`config.mk`:
```
export PLATFORM = sky130hd
export DESIGN_NAME = multi_channel_clock_divider
export DESIGN_NICKNAME = d
export VERILOG_FILES = /design/src/rtl/multi_channel_clock_divider.sv
export SDC_FILE = /design/constraint.sdc
export NUM_CORES = 1
export LEC_CHECK = 0
export ABC_CLOCK_PERIOD_IN_PS = 3300
export CAP_MARGIN = 20
export CORE_MARGIN = 2
export CORE_UTILIZATION = 35
export CTS_CLUSTER_DIAMETER = 60
export DETAILED_ROUTE_END_ITERATION = 7
export DONT_BUFFER_PORTS = 1
export SLEW_MARGIN = 20
export SYNTH_ARGS = -nofsm -noshare
export SYNTH_HDL_FRONTEND = slang
export SYNTH_SLANG_ARGS = --single-unit
```
`constraint.sdc`:
```
create_clock -name CLK -period 3.3 [get_ports CLK]
set_input_delay 0.66 -clock CLK [delete_from_list [all_inputs] [get_ports CLK]]
set_output_delay 0.66 -clock CLK [all_outputs]
set_load 0.03 [all_outputs]
```
`src/rtl/multi_channel_clock_divider.sv`:
```
// NUM_CH independent power-of-two clock dividers with per-channel enable/mode/shift.
// Config lands in a shadow register and is committed only at a period boundary.
module mccd_channel #(
  parameter int BASE_HALF = 50000000,
  parameter int SHIFT_W   = 3,
  parameter int CNT_W     = 26
) (
  input  logic               CLK,
  input  logic               RST_N,
  input  logic               wr,
  input  logic [SHIFT_W+1:0] wr_cfg,   // {en, mode, shift}
  output logic               sclk,
  output logic               tick,
  output logic               pending
);
  localparam logic [CNT_W-1:0] BASE = CNT_W'(BASE_HALF);

  logic [CNT_W-1:0]   count, limit;
  logic               act_en, act_mode, term;
  logic [SHIFT_W-1:0] act_shift;
  logic [SHIFT_W+1:0] shadow;

  // Shifts at or beyond CNT_W shift everything out, giving a limit of 0.
  assign limit = BASE >> act_shift;
  assign term  = act_en && (count == limit);

  always_ff @(posedge CLK or negedge RST_N) begin
    if (!RST_N) begin
      count     <= '0;
      sclk      <= 1'b1;
      tick      <= 1'b0;
      pending   <= 1'b0;
      act_en    <= 1'b0;
      act_mode  <= 1'b0;
      act_shift <= '0;
      shadow    <= '0;
    end else begin
      tick <= 1'b0;
      if (act_en) begin
        if (term) begin
          count <= '0;
          tick  <= 1'b1;
          if (!act_mode) sclk <= ~sclk;
        end else begin
          count <= count + CNT_W'(1);
        end
      end
      // Boundary commit: the finishing half-period used the old mode above.
      if (pending && term) begin
        {act_en, act_mode, act_shift} <= shadow;
        count   <= '0;
        pending <= 1'b0;
      end
      // wr only arrives with pending=0, so a same-edge terminal does not commit it.
      if (wr) begin
        shadow <= wr_cfg;
        if (!act_en) begin
          {act_en, act_mode, act_shift} <= wr_cfg;
          count <= '0;
        end else begin
          pending <= 1'b1;
        end
      end
    end
  end
endmodule

module multi_channel_clock_divider #(
  parameter int  NUM_CH    = 2,
  parameter int  BASE_HALF = 50000000,
  parameter int  SHIFT_W   = 3,
  localparam int CNT_W     = $clog2(BASE_HALF + 1),
  localparam int CH_W      = (NUM_CH > 1) ? $clog2(NUM_CH) : 1
) (
  input  logic               CLK,
  input  logic               RST_N,
  input  logic               cfg_valid,
  output logic               cfg_ready,
  input  logic [CH_W-1:0]    cfg_ch,
  input  logic               cfg_en,
  input  logic               cfg_mode,
  input  logic [SHIFT_W-1:0] cfg_shift,
  output logic [NUM_CH-1:0]  sclk,
  output logic [NUM_CH-1:0]  tick,
  output logic [NUM_CH-1:0]  pending
);
  // Out-of-range channel indices are always ready and simply dropped.
  always_comb begin
    cfg_ready = 1'b1;
    for (int c = 0; c < NUM_CH; c++)
      if (cfg_ch == CH_W'(c)) cfg_ready = ~pending[c];
  end

  for (genvar c = 0; c < NUM_CH; c++) begin : g_ch
    logic wr;
    assign wr = cfg_valid && cfg_ready && (cfg_ch == CH_W'(c));
    mccd_channel #(
      .BASE_HALF(BASE_HALF),
      .SHIFT_W  (SHIFT_W),
      .CNT_W    (CNT_W)
    ) u_ch (
      .CLK    (CLK),
      .RST_N  (RST_N),
      .wr     (wr),
      .wr_cfg ({cfg_en, cfg_mode, cfg_shift}),
      .sclk   (sclk[c]),
      .tick   (tick[c]),
      .pending(pending[c])
    );
  end
endmodule

```
==> flow_summary.ini, run 1 <==
[synth]
yosys.cell_types.count = 73
synth_fp_nets = 627
synth_ff_type = sky130_fd_sc_hd__dfrtp_1
top_count_cell_post_synth = sky130_fd_sc_hd__dfrtp_1
syn-mean-instance-area_um2 = 8.36
synthesis.yosys.warnings = 0
synth-seq-area-share_pct = 38.0
synth_top_area_cell = sky130_fd_sc_hd__dfrtp_1
synthArstFlopShare_pct = 100
synth_area_um2 = 5150
number_of_synthesized_flops_with_an_enable_pin = 0
yosys.area.top_type_share_pct = 36.9
synth_commonest_cells = 76 x sky130_fd_sc_hd__dfrtp_1, 70 x sky130_fd_sc_hd__nand2_1, 51 x sky130_fd_sc_hd__nor2_1
syn_inst = 616
synth_seq_cells = 78
ys_top_cells_by_area = sky130_fd_sc_hd__dfrtp_1 37%, sky130_fd_sc_hd__nand2_1 5.1%, sky130_fd_sc_hd__xor2_1 4.8%

[power_and_ir_drop]
internal-power_w = 0.00161
power_w = 0.00209
sw_frac_of_total_pct = 22.9
switching_power_summed_over_all_nets_w = 0.000478
power.ir.vdd_worst_mv = 0.278
proportion_of_power_drawn_by_flip_flops_and_latches_pct = 47.7
share_of_power_burned_in_combinational_logic_pct = 2.6
power_density_nw_per_um2 = 373
power_leakage_nw = 2.34
clock_power_share_pct = 49.7

[clocking]
ctsResizeCount = 0
worst_skew_pair.late_latency_ns = 0.35
htree_num_levels = 3
clkSinkCount = 78
post-cts-setup-buffer-count = 0
cts_made_buffers = 9
clock-root-buffer = sky130_fd_sc_hd__clkbuf_16
clockBufferDepth = 2
clk_pin_slew_worst_paths_ns = 0.06
cts_tree = built
hold_buffers = 3

[run]
max_cap_viol_count = 0

[detailed_routing]
detailroute.via_count = 4496
routed-wl-met3_um = 742
antenna_left = 0
drc = 0
post_drt_via_cell_ratio = 5.75
dr.pass1.iters = 5
wl_um = 13500
drt-wirelength-per-cell_um = 17.3
top_signal_layer_used = met4
route.layer.met1.wl_um = 6300
detailedRoute.firstIterationViolations = 362
wl_met2_um = 6240

[layout]
post_layout_cell_count = 782
syn2layout_area_growth_pct = 8.75
final_layout_size_suffix_gt1_share_pct = 8.53
insertedDiodeCount = 0
nNetsFinal = 604

[timing]
period_needed_ns = 2.83
report.final.hold_viol_count = 0
maxSlewViolCount = 0
clock-skew-final_ns = 0.00837
rsz0062_at_grt = no
setup-tns-final_ns = 0
slew-limit-headroom_pct = 49.9
setup_violations = 0
worst_pin_slew_ns = 0.730
post-route-period-util_pct = 85.7
max_clock_freq_mhz = 354

[setup_path]
worst_r2r_endpoint = g_ch[0].u_ch.count[22]$_DFF_PN0_
timing.reg2reg.worst_path_depth = 8
ff2ff_setup_slack_ns = 0.47
critical_path_arrival_ns = 3.05
path_class = flop to flop
cp_max_fo = 21
startpoint = g_ch[0].u_ch.act_shift[2]$_DFF_PN0_
crit_path_cell_trace = or4b_1, a21oi_1, o221ai_1, a222oi_1, nand4_1, o21ai_2, buf_4, nor2_1
setup.worst_path.end_class = flop
timing.rr.start = g_ch[0].u_ch.act_shift[2]$_DFF_PN0_
worstPathRequired_ns = 3.52
start_kind = flop
critical_path_s_slowest_cell = sky130_fd_sc_hd__or4b_1
critPathMaxStageDelay_ns = 0.54

[die]
die-area_um2 = 15700
die-height_um = 125
initial_standard_cell_utilization_of_the_core_pct = 35.6
placementRows = 44
ios = 16
die_x_um = 125
core_outline_area_um2 = 14500

[global_route]
number_of_global_route_vias_before_repair = 4276
number_of_antenna_violations_at_the_first_check_in_global_routing = 0
grt_pass1_wl_um = 22500
global_route.overflow_total = 0
groute.usage.overall_pct = 17.8
maximum_number_of_pins_on_one_net_before_global_route_repair = 48

[min_path]
hp-class = input port to asynchronous set/reset pin

[placed_design]
port_buffers = 0
place.gp.congestion = 0.862
dp.final_hpwl_um = 9240
placed_cells_incl_taps = 763

[run_status]
run_status = completed
flip-flops by register name, indices dropped and copies added (netlist names):
signal / cells
g_ch.u_ch.count: 52
g_ch.u_ch.shadow: 10
g_ch.u_ch.act_shift: 6
g_ch.u_ch.act_en: 2
g_ch.u_ch.act_mode: 2
g_ch.u_ch.pending: 2
g_ch.u_ch.sclk: 2
g_ch.u_ch.tick: 2
routing by layer:
metal / up-vias / GRT usage (%)
met3: 16 / 4.36
met4: 0 / 5.56
met1: 2227 / 24.5
li1: 2145 / -
met2: 108 / 27.7
met5: - / 0
cell usage in the layout (no fill, tap or decap), types with 3 or more instances in the layout:
cell type / instances
sky130_fd_sc_hd__nand2_1: 70
sky130_fd_sc_hd__a21oi_1: 21
sky130_fd_sc_hd__a31o_2: 3
sky130_fd_sc_hd__o31ai_1: 4
sky130_fd_sc_hd__or3_1: 4
sky130_fd_sc_hd__nand3_1: 22
sky130_fd_sc_hd__clkbuf_16: 9
sky130_fd_sc_hd__and3_1: 11
sky130_fd_sc_hd__nand4_1: 20
sky130_fd_sc_hd__nor2b_1: 6
sky130_fd_sc_hd__buf_4: 15
sky130_fd_sc_hd__nand2b_1: 21
sky130_fd_sc_hd__a41oi_1: 3
sky130_fd_sc_hd__inv_1: 24
sky130_fd_sc_hd__xor2_1: 28
sky130_fd_sc_hd__a32o_1: 3
sky130_fd_sc_hd__nor3_1: 35
sky130_fd_sc_hd__a31oi_1: 9
sky130_fd_sc_hd__o211ai_1: 6
sky130_fd_sc_hd__nor3b_1: 4
sky130_fd_sc_hd__o21ai_0: 28
sky130_fd_sc_hd__or3b_2: 3
sky130_fd_sc_hd__and2_1: 3
sky130_fd_sc_hd__xnor2_1: 20
sky130_fd_sc_hd__o22ai_1: 5
sky130_fd_sc_hd__inv_6: 3
sky130_fd_sc_hd__o32ai_1: 3
sky130_fd_sc_hd__nor2_1: 51
sky130_fd_sc_hd__nand3b_1: 7
sky130_fd_sc_hd__and4_1: 4
sky130_fd_sc_hd__nand4b_1: 3
sky130_fd_sc_hd__o221ai_1: 4
sky130_fd_sc_hd__dfrtp_1: 76
sky130_fd_sc_hd__mux2i_1: 4
sky130_fd_sc_hd__or2_2: 6
sky130_fd_sc_hd__a221o_1: 4
logic make-up (layout without fill, tap and decap cells):
group,count (synthesis),in the layout,share of synthesized area (%)
mux,4,4,0.778
flops,78,78,38.0
xor+xnor,48,48,8.17
fa+ha+maj,2,2,0.486
compound gates,124,124,17.1
buf+inv,77,59,6.80
simple gates,283,283,28.7
critical path: cells and delay by family, from the launching register on:
| kind | cells | cell delay, ns |
|---|---|---|
| AO/OA/AOI/OAI | 4 | 1.00 |
| buffers and inverters | 1 | 0.27 |
| flip-flops | 1 | 0.48 |
| AND/OR/NAND/NOR | 3 | 0.94 |
how the worst max path moves through the flow:
stage	end	slack, ns	cells past startpoint
floorplan	g_ch[0].u_ch.act_mode$_DFF_PN0_	0.89	8
global placement	g_ch[0].u_ch.count[20]$_DFF_PN0_	0.47	8
detailed placement	g_ch[0].u_ch.count[23]$_DFF_PN0_	0.50	9
CTS	g_ch[0].u_ch.count[22]$_DFF_PN0_	0.47	8
global route	g_ch[0].u_ch.count[12]$_DFF_PN0_	0.27	8
finish	g_ch[0].u_ch.count[22]$_DFF_PN0_	0.47	8
area by class of cell:
cell class                 instances  area (µm²)
fill                            1475        8880
sequential                        78        1950
multi-input combinational        461        2840
inverter                          25        93.8
timing repair buffer              18         170
clock inverter                     5        63.8
tap                              184         230
clock buffer                      11         243
through the flow:
stage	hold slack [ns]	util, %	cell area, µm²	setup slack (ns)
2_1_floorplan	0.364	-	5150	0.888
3_3_place_gp	0.369	36.2	5240	0.468
3_5_place_dp	0.370	36.2	5240	0.503
4_1_cts	0.126	38.7	5600	0.474
5_1_grt	0.122	38.7	5600	0.268
6_report	0.132	38.7	5600	0.473
power groups by stage:
stage                     clock network [W]  logic (W)  registers, W
after floorplan                           0  0.0000317       0.00100
after global placement                    0  0.0000278       0.00101
after detailed placement                  0  0.0000289       0.00101
after CTS                           0.00107  0.0000577      0.000996
after global routing                0.00111  0.0000652      0.000999
final                               0.00104  0.0000547      0.000996
No activity file was read; power rests on OpenSTA's default activity.
==> run 2: changes to the inputs <==
- ABC_AREA: default -> 1
==> run 2 against run 1 <==
Effect of this change:
- clock skew increased by 0.0027 ns
- final cell count up 42%
- largest cell class unchanged
- largest power group unchanged
- combinational power rose by 69%
- first-iteration DRC count rose by 36%
- synthesized cell count up 44%
- final area grew 13%
- worst setup slack got worse by 0.018 ns
- sequential share of layout area decreased by 4.1 points
==> flow_summary.ini, run 2 <==
[run_status]
run_status = completed

[global_route]
number_of_global_route_vias_before_repair = 5314
global_route.overflow_total = 0
number_of_antenna_violations_at_the_first_check_in_global_routing = 0
maximum_number_of_pins_on_one_net_before_global_route_repair = 71
grt_pass1_wl_um = 27800
groute.usage.overall_pct = 19.8

[detailed_routing]
detailroute.via_count = 5571
wl_um = 16700
post_drt_via_cell_ratio = 5.02
drt-wirelength-per-cell_um = 15.1
drc = 0
antenna_left = 0
dr.pass1.iters = 5
detailedRoute.firstIterationViolations = 491

[layout]
fin_util_pct = 38.5
layout.cells.most_common = sky130_fd_sc_hd__nand2_1
final_cell_mix = 281 x sky130_fd_sc_hd__nand2_1, 120 x sky130_fd_sc_hd__inv_1, 91 x sky130_fd_sc_hd__nand3_1, 79 x sky130_fd_sc_hd__nor2_1, 76 x sky130_fd_sc_hd__dfrtp_1
syn2layout_area_growth_pct = 8.30
nNetsFinal = 896
insertedDiodeCount = 0
layout_top_registers = g_ch.u_ch.count x52, g_ch.u_ch.shadow x10, g_ch.u_ch.act_shift x6
largest_reg_flops = 52
registers.top_by_ff_count = g_ch.u_ch.count
final_layout_size_suffix_gt1_share_pct = 10.6

[synth]
number_of_synthesized_flops_with_an_enable_pin = 0
synth_xor_area_share_pct = 1.65
synth_top_area_cell = sky130_fd_sc_hd__dfrtp_1
synth_commonest_cells = 281 x sky130_fd_sc_hd__nand2_1, 120 x sky130_fd_sc_hd__inv_1, 91 x sky130_fd_sc_hd__nand3_1
syn-mean-instance-area_um2 = 6.57
yosys.cell_types.count = 42
ys_top_cells_by_area = sky130_fd_sc_hd__dfrtp_1 33%, sky130_fd_sc_hd__nand2_1 18%, sky130_fd_sc_hd__nand3_1 7.8%
syn_inst = 890
post_synth_fa_ha_maj_area_fraction_pct = 0.428
synthesis.yosys.warnings = 0
share_of_synthesized_cell_area_in_and_or_nand_and_nor_gates_pct = 46.5
yosys.area.top_type_share_pct = 32.5
synth-compound-area-share_pct = 5.80
synth_area_um2 = 5850
synth_fp_nets = 901
main_combinational_cell_family_by_area_after_synthesis = simple AND/OR/NAND/NOR gates
synth_seq_cells = 78
synthArstFlopShare_pct = 100
synth-seq-area-share_pct = 33.4
top_count_cell_post_synth = sky130_fd_sc_hd__nand2_1
muxShareOfSynthArea_pct = 0
synth_ff_type = sky130_fd_sc_hd__dfrtp_1

[timing]
setup-tns-final_ns = 0
report.final.hold_viol_count = 0
period_needed_ns = 2.84
rsz0062_at_grt = no
worst_pin_slew_ns = 0.755
setup_violations = 0
slew-limit-headroom_pct = 49.7
post-route-period-util_pct = 86.2
clock-skew-final_ns = 0.0111
max_clock_freq_mhz = 352
maxSlewViolCount = 0

[clocking]
cts_made_buffers = 9
post-cts-setup-buffer-count = 0
clkSinkCount = 78
clk_pin_slew_worst_paths_ns = 0.07
htree_num_levels = 3
worst_skew_pair.late_latency_ns = 0.35
cts_tree = built
clock-root-buffer = sky130_fd_sc_hd__clkbuf_16
clockBufferDepth = 2

[die]
ios = 16
die-height_um = 133
die-area_um2 = 17800
initial_standard_cell_utilization_of_the_core_pct = 35.5
die_x_um = 133
core_outline_area_um2 = 16500
placementRows = 47

[power_and_ir_drop]
internal-power_w = 0.00159
proportion_of_power_drawn_by_flip_flops_and_latches_pct = 45.4
power_leakage_nw = 3.27
switching_power_summed_over_all_nets_w = 0.000543
clock_power_share_pct = 50.2
sw_frac_of_total_pct = 25.4
power.ir.vdd_worst_mv = 0.308
share_of_power_burned_in_combinational_logic_pct = 4.3
power_density_nw_per_um2 = 337

[setup_path]
path_class = flop to flop
worstPathRequired_ns = 3.53
start_kind = flop
cp_max_fo = 19
ff2ff_setup_slack_ns = 0.46
critical_path_arrival_ns = 3.07
setup.worst_path.end_class = flop

[run]
max_cap_viol_count = 0

[placed_design]
port_buffers = 0
place.gp.congestion = 0.962
dp.final_hpwl_um = 12800

[min_path]
hp-class = input port to asynchronous set/reset pin
## run 2: cell types whose count changed after synthesis, moves of 20 or more
| cell | before | now |
|---|---|---|
| sky130_fd_sc_hd__nand2_1 | 70 | 281 |
| sky130_fd_sc_hd__nand3_1 | 22 | 91 |
| sky130_fd_sc_hd__inv_1 | 24 | 120 |
| sky130_fd_sc_hd__nor2_1 | 51 | 79 |
| sky130_fd_sc_hd__nand2b_1 | 21 | 0 |
| sky130_fd_sc_hd__clkbuf_1 | 26 | 4 |
| sky130_fd_sc_hd__xnor2_1 | 20 | 0 |
## run 2: cells by family (layout without fill, tap and decap cells)
kind of cell,count (synthesis),count (layout)
adder cells (fa/ha/maj),2,2
XOR/XNOR,11,11
flip-flops,78,78
AO/OA/AOI/OAI,63,63
AND/OR/NAND/NOR,572,572
buffers and inverters,164,164
## run 2: layer usage
layer  wire (µm)  vias to the layer above  global-route usage [%]  share of wire, %
met3         928                       40                    5.14               5.6
met5           0                        -                       0                 0
li1            -                     2835                       -                 -
met1        7830                     2541                    26.7                47
met2        7430                      155                    30.6                44
met4         525                        0                    7.27               3.1
## run 2: critical path: stages (launching register included)
cell and delay, ns:
sky130_fd_sc_hd__dfrtp_1 0.83, sky130_fd_sc_hd__inv_2 0.29, sky130_fd_sc_hd__nand2_1 0.24, sky130_fd_sc_hd__nand2_1 0.07, sky130_fd_sc_hd__nand2_1 0.07, sky130_fd_sc_hd__and2_1 0.17, sky130_fd_sc_hd__nand2_1 0.07, sky130_fd_sc_hd__nor2_1 0.11
sky130_fd_sc_hd__nand3_1 0.13, sky130_fd_sc_hd__nor2_4 0.19, sky130_fd_sc_hd__nand2_4 0.14, sky130_fd_sc_hd__nand2_8 0.12, sky130_fd_sc_hd__inv_4 0.10, sky130_fd_sc_hd__o211ai_1 0.11, sky130_fd_sc_hd__inv_1 0.06
## run 2: worst paths after layout
kind / from / cells after the start / end
max: g_ch[0].u_ch.act_shift[2]$_DFF_PN0_ / 14 / g_ch[0].u_ch.count[22]$_DFF_PN0_
min: RST_N / 0 / g_ch[1].u_ch.sclk$_DFFE_PN1P_
max reg2reg: g_ch[0].u_ch.act_shift[2]$_DFF_PN0_ / 14 / g_ch[0].u_ch.count[22]$_DFF_PN0_
min reg2reg: g_ch[1].u_ch.shadow[4]$_DFFE_PN0P_ / 2 / g_ch[1].u_ch.shadow[4]$_DFFE_PN0P_
max in group asynchronous: RST_N / 1 / g_ch[0].u_ch.count[19]$_DFF_PN0_
min in group CLK: cfg_shift[2] / 2 / g_ch[1].u_ch.act_shift[2]$_DFF_PN0_
## run 2: power by group through the flow
stage	clock [W]	sequential, W	combinational [W]
after detailed placement	0	0.000988	0.0000676
after global placement	0	0.000988	0.0000679
after CTS	0.00111	0.000969	0.0000937
after global routing	0.00115	0.000970	0.000107
final	0.00107	0.000970	0.0000926
after floorplan	0	0.000980	0.0000632
## run 2: final cells by class
cell class | count | area, µm²
sequential | 78 | 1950
inverter | 141 | 537
tap | 220 | 275
clock buffer | 9 | 225
multi-input combinational | 648 | 3180
fill | 1775 | 10100
timing repair buffer | 7 | 75.1
clock inverter | 7 | 88.8
## run 2: per-stage QoR
stage	instances	power [W]	area [µm²]	hold WS (ns)	setup slack (ns)
after global placement	1092	0.00106	5980	0.366	0.558
final	1110	0.00213	6330	0.141	0.456
after global routing	1110	0.00222	6330	0.119	0.249
after detailed placement	1092	0.00106	5980	0.366	0.547
after floorplan	890	0.00104	5850	0.364	1.30
after CTS	1110	0.00217	6330	0.128	0.499
## run 2: what timing repair did
item / CTS / global route
gates resized for setup: 0 / 0
endpoints found under the hold margin: 70 / 0
hold buffers: 2 / 0
endpoints found under the setup margin: 0 / 0
==> run 3: changes to the inputs <==
- ABC_CLOCK_PERIOD_IN_PS: 3300 -> default
==> results of run 3 <==
The final DEF is identical to that of run 2; final timing and power are the same.
